<file path="config.mk">
export PLATFORM = sky130hd
export DESIGN_NAME = booth_mult_seq
export DESIGN_NICKNAME = d
export VERILOG_FILES = /design/src/rtl/booth_mult_seq.sv
export SDC_FILE = /design/constraint.sdc
export NUM_CORES = 1
export LEC_CHECK = 0
export ABC_AREA = 1
export BUFFER_PORTS_ARGS = -buffer_cell sky130_fd_sc_hd__buf_2
export CAP_MARGIN = 0
export CORE_ASPECT_RATIO = 0.5
export CORE_MARGIN = 2
export CORE_UTILIZATION = 37
export DETAILED_ROUTE_END_ITERATION = 16
export GPL_TIMING_DRIVEN = 1
export PLACE_DENSITY = 0.62
export SYNTH_ARGS = -nofsm -noshare
export SYNTH_HDL_FRONTEND = slang
export SYNTH_SLANG_ARGS = --single-unit
</file>
<file path="constraint.sdc">
create_clock -name clk -period 8.9 [get_ports clk]
set_input_delay 2.225 -clock clk [delete_from_list [all_inputs] [get_ports clk]]
set_output_delay 2.225 -clock clk [all_outputs]
set_load 0.02 [all_outputs]
</file>
<file path="src/rtl/booth_mult_seq.sv">
// Sequential radix-2 Booth multiplier: IDLE/RUN/DONE sequencer, step counter and A/Q/L/M datapath.
// Optional macro BOOTH_UNSIGNED_EN adds the op_unsigned port for MULTU, which widens Q by one bit and runs one extra step.
module booth_mult_seq #(
  parameter int WIDTH = 32,
  parameter int CNT_W = 6
) (
  input  logic             clk,
  input  logic             rst,
  input  logic             start,
  input  logic             flush,
  input  logic [WIDTH-1:0] mcand,
  input  logic [WIDTH-1:0] mplier,
`ifdef BOOTH_UNSIGNED_EN
  input  logic             op_unsigned,
`endif
  output logic             busy,
  output logic             done,
  output logic [WIDTH-1:0] hi,
  output logic [WIDTH-1:0] lo
);

`ifdef BOOTH_UNSIGNED_EN
  localparam int QW = WIDTH + 1;
`else
  localparam int QW = WIDTH;
`endif
  localparam logic [CNT_W-1:0] NSTEP_C = CNT_W'(QW);

  typedef enum logic [1:0] {S_IDLE, S_RUN, S_DONE} state_t;

  state_t           r_state;
  state_t           w_state_nxt;
  logic [WIDTH:0]   r_a;
  logic [QW-1:0]    r_q;
  logic             r_l;
  logic [WIDTH:0]   r_m;
  logic [CNT_W-1:0] r_cnt;
  logic [WIDTH-1:0] r_hi;
  logic [WIDTH-1:0] r_lo;

  logic             w_load;
  logic             w_step;
  logic             w_last;
  logic             w_finish;
  logic             w_ext_m;
  logic [QW-1:0]    w_q_init;
  logic [WIDTH:0]   w_a_sum;
  logic [WIDTH:0]   w_a_nxt;
  logic [QW-1:0]    w_q_nxt;
  logic [2*WIDTH-1:0] w_prod;

`ifdef BOOTH_UNSIGNED_EN
  // MULTU extends both operands with zero, MULT with their sign bits.
  assign w_ext_m  = ~op_unsigned & mcand[WIDTH-1];
  assign w_q_init = {~op_unsigned & mplier[WIDTH-1], mplier};
`else
  assign w_ext_m  = mcand[WIDTH-1];
  assign w_q_init = mplier;
`endif

  assign w_last   = (r_cnt == CNT_W'(1));
  assign w_finish = w_step & w_last;

  always_comb begin
    // NOTE: every signal written here gets a default first, so no latch can be inferred.
    w_state_nxt = r_state;
    w_load      = 1'b0;
    w_step      = 1'b0;
    unique case (r_state)
      S_IDLE: begin
        if (start) begin
          w_state_nxt = S_RUN;
          w_load      = 1'b1;
        end
      end
      S_RUN: begin
        if (flush) begin
          w_state_nxt = S_IDLE;
        end else begin
          w_step = 1'b1;
          if (w_last) w_state_nxt = S_DONE;
        end
      end
      S_DONE: begin
        if (start) begin
          w_state_nxt = S_RUN;
          w_load      = 1'b1;
        end else begin
          w_state_nxt = S_IDLE;
        end
      end
      default: w_state_nxt = S_IDLE;
    endcase
  end

  // Booth recoding of {Q[0],L}: 01 adds M, 10 subtracts M, 00/11 leave A alone.
  always_comb begin
    w_a_sum = r_a;
    unique case ({r_q[0], r_l})
      2'b01:   w_a_sum = r_a + r_m;
      2'b10:   w_a_sum = r_a - r_m;
      default: w_a_sum = r_a;
    endcase
  end

  assign w_a_nxt = {w_a_sum[WIDTH], w_a_sum[WIDTH:1]};
  assign w_q_nxt = {w_a_sum[0], r_q[QW-1:1]};

  // After the final shift the whole product sits in {A,Q}; keep its low 2*WIDTH bits.
`ifdef BOOTH_UNSIGNED_EN
  assign w_prod = {w_a_nxt[WIDTH-2:0], w_q_nxt};
`else
  assign w_prod = {w_a_nxt[WIDTH-1:0], w_q_nxt};
`endif

  always_ff @(posedge clk) begin
    // NOTE: sequential state uses non-blocking assignments so every register samples pre-edge values.
    if (rst) r_state <= S_IDLE;
    else     r_state <= w_state_nxt;
  end

  always_ff @(posedge clk) begin
    if (rst) begin
      r_a   <= '0;
      r_q   <= '0;
      r_l   <= 1'b0;
      r_m   <= '0;
      r_cnt <= '0;
      r_hi  <= '0;
      r_lo  <= '0;
    end else begin
      if (w_load) begin
        r_a   <= '0;
        r_q   <= w_q_init;
        r_l   <= 1'b0;
        r_m   <= {w_ext_m, mcand};
        r_cnt <= NSTEP_C;
      end else if (w_step) begin
        r_a   <= w_a_nxt;
        r_q   <= w_q_nxt;
        r_l   <= r_q[0];
        r_cnt <= r_cnt - CNT_W'(1);
      end
      if (w_finish) begin
        r_hi <= w_prod[2*WIDTH-1:WIDTH];
        r_lo <= w_prod[WIDTH-1:0];
      end
    end
  end

  assign busy = (r_state == S_RUN);
  assign done = (r_state == S_DONE);
  assign hi   = r_hi;
  assign lo   = r_lo;

endmodule

</file>
==> results by group <==
CTS
  – H-tree depth: 4
  – Max clock buf depth: 2
  – Root Buffer: clkbuf_16
  – CTS tree: yes
  – CTS Sinks: roughly 170
  – Clock latency on the worst-skew pair: between 0.4 and 0.5 ns
  – Post-CTS Setup Bufs: 0
  – Hold buffers post-CTS: 0
  – PostCTS Resize Cnt: 0
  – CTS Buf Count: 17
  – CTS clk-pin slew, worst paths: around 0.080 ns

Setup path
  – CP max FO: 84
  – Worst R2R End: hi[31]
  – Type of origin of the critical path: primary input
  – Bufs and invs on worst path: 5
  – Reg2Reg Depth: 19
  – Worst path depth: 9
  – Reg2reg start: r_q[0]
  – Crit path largest cell delay: between 0.7 and 0.8 ns
  – Delay-heaviest family, CP: buffers and inverters
  – Critical path type: primary input to flop
  – Critical Path RT: 9.28 ns
  – Arrival time worst endpoint: between 5 and 6 ns
  – CP max-delay cell: nor2_4
  – Worst path cell trace: buf_2 -> nor3_4 -> buf_4 -> inv_2 -> nor2_4 -> inv_2 -> nor2_4 -> inv_1 -> o21ai_0
  – Worst Setup End Kind: flop
  – R2R setup slack: 4.72 ns

STA
  – Final min period: between 4 and 5 ns
  – Worst Max-Slew Pin Slew: around 1.0 ns
  – Fmax: between 0.2 and 0.25 GHz
  – Slew Limit Fails: 0
  – Slew HR: between 30% and 40%
  – Post-route setup TNS: 0 ns
  – Crit share post-route: a little over half
  – Final Skew: 0.0107 ns
  – Final setup viols: 0
  – RSZ-0062 raised after global routing: no
  – Final hold violation count: 0

Power
  – Peak supply drop: around 0.11 mV
  – Internal power: approximately 1.3 mW
  – Leakage power: roughly 5.7 nW
  – Logic pwr share: a little under a fifth
  – Net Switching: ~0.65 mW
  – Clock power frac: between 30 and 40%
  – Tot Pwr: between 1.5 and 2 mW
  – Sw Ratio: approximately a third
  – Pwr per Cell Area: 173 nW/um^2
  – Flop pwr share: 41.4%

Yosys
  – Sequential-to-total area share from yosys stat: about a third
  – Largest cells by area after synthesis: dfxtp_1, nand2_1, inv_1
  – Largest area contributor in the netlist: dfxtp_1
  – Post-Syn Nets: 1630
  – Synthesized cell area: approximately 9800 sq um
  – Cells after Synth: approximately 1500
  – Yosys warnings: 0
  – Area share of the largest cell type after synthesis: 34.5%
  – Unique masters post-synth: between 40 and 50
  – Mean post-synth cell area: roughly 6.4 sq um
  – Yosys reg bits: between 150 and 200

Flow run
  – Max-cap check violation count: 0

Final layout
  – Ant diodes: 0
  – Nets@finish: 1723
  – P&R area growth vs syn: 15.5%
  – Commonest non-fill, non-tap cell in the layout: nand2_1
  – Commonest non-fill, non-tap cells in the layout: nand2_1, inv_1, nor2_1
  – Share of layout cells above drive strength 1: 12.3%
  – Filler instances: 2826

Route
  – Vias per inst: between 4 and 5
  – Final wirelength: between 30000 and 40000 um
  – Routed WL per cell: between 15 and 20 um
  – Antenna Nets Post-Route: 0
  – Vias: roughly 9800
  – TritonRoute pass-1 iters: 7
  – Initial DRC Count: ~800
  – DRC: 0

Global routing
  – Vias in the first global route: roughly 9000
  – First-pass GRT wire length: 48000 um
  – Initial antenna violation count: 1
  – Largest net degree at the start of global routing: 85
  – Total gr overflow: 0
  – Total track usage: between 20 and 25%

Min path
  – WHS Path Cells: 2
  – Worst hold path class: flop to flop
  – Hold endpoint: lo[18]
  – Worst Hold Launch: r_q[19]

Die
  – Core Area: ~26000 sq um
  – Die Height: approximately 120 um
  – I/O Pins: between 100 and 150
  – Die area: around 28000 sq um
  – # rows: 42
  – Die width: about 230 um
  – Initial core utilization: between 30% and 40%

Place
  – Input/output buffers: roughly 130
  – Dpl hpwl: ~22000 um
  – Placer Congestion: 0.962

Outcome
  – Status: complete, no violations
[metal layers]
layer	part of all wire (%)	GRT usage, %
met1	49	32.4
met2	44	33.1
met3	5.0	3.54
met4	1.8	6.41
met5	0.043	0
[logic make-up (layout without fill, tap and decap cells)]
| group | after synthesis | in the layout | synth area share (%) |
|---|---|---|---|
| buffers and inverters | 267 | 373 | 10.4 |
| flip-flops | 169 | 169 | 34.5 |
| multiplexers | 1 | 1 | 0.102 |
| adder cells (fa/ha/maj) | 37 | 37 | 4.80 |
| XOR/XNOR | 34 | 34 | 3.04 |
| AO/OA/AOI/OAI | 246 | 246 | 14.4 |
| AND/OR/NAND/NOR | 771 | 771 | 32.7 |
[cells in the mapped netlist, drive strengths merged]
library cell,instances
nor2,179
o21bai,9
nor4,4
xnor2,11
o41ai,1
ha,36
clkbuf,39
nand4,9
dfxtp,169
clkinv,1
fa,1
nand3,144
o31ai,2
o21ai,98
nand2,405
a21o,1
buf,28
a311oi,1
o22ai,1
a32o,1
a31oi,36
o21a,13
inv,199
nand3b,9
o211ai,12
or2,8
and2,1
xor2,23
mux2i,1
nor3,12
a21oi,71
[area by class of cell]
type,instances,area (sq um),area share (%)
Clock buffer,18,439,3.88
Clock inverter,14,175,1.55
Inverter,200,751,6.63
Multi-Input combinational cell,1089,5420,47.8
Sequential cell,169,3380,29.9
Tap cell,352,440,3.89
Timing Repair Buffer,141,726,6.40
[tightest hold or removal path: stages (launching register included)]
cell	delay, ns
dfxtp_1	0.33
nand2_1	0.06
nand2_1	0.04
[power groups by stage]
stage / registers, mW / clock network, mW / logic [mW]
after floorplan: 0.821 / 0 / 0.266
after global placement: 0.830 / 0 / 0.369
after detailed placement: 0.830 / 0 / 0.370
final: 0.813 / 0.776 / 0.375
after global routing: 0.817 / 0.824 / 0.420
after CTS: 0.813 / 0.789 / 0.372
[how the worst max path moves through the flow]
stage | slack [ns] | startpoint | to
after detailed placement | 3.56 | flush | hi[1]
after CTS | 4.04 | flush | hi[1]
final | 4.06 | flush | hi[1]
after global routing | 3.66 | flush | hi[1]
after floorplan | 5.58 | flush | hi[25]
after global placement | 3.61 | flush | hi[1]
[flip-flops by register name, summed over array words and instances, names as in the netlist]
signal and count:
hi 32, lo 32, r_a 32, r_m 32
r_q 32, r_cnt 6, r_state 2, r_l 1
[per-stage QoR]
stage	util, %	setup WS, ns	instances	hold slack [ns]	cell area [sq um]
final	43.2	4.06	1983	0.467	11300
after global routing	43.2	3.66	1983	0.475	11300
after CTS	43.2	4.04	1983	0.466	11300
after detailed placement	40.9	3.56	1951	0.455	10700
after global placement	40.9	3.61	1951	0.452	10700
after floorplan	-	5.58	1525	0.433	9810
(Power assumes the default switching activity.)
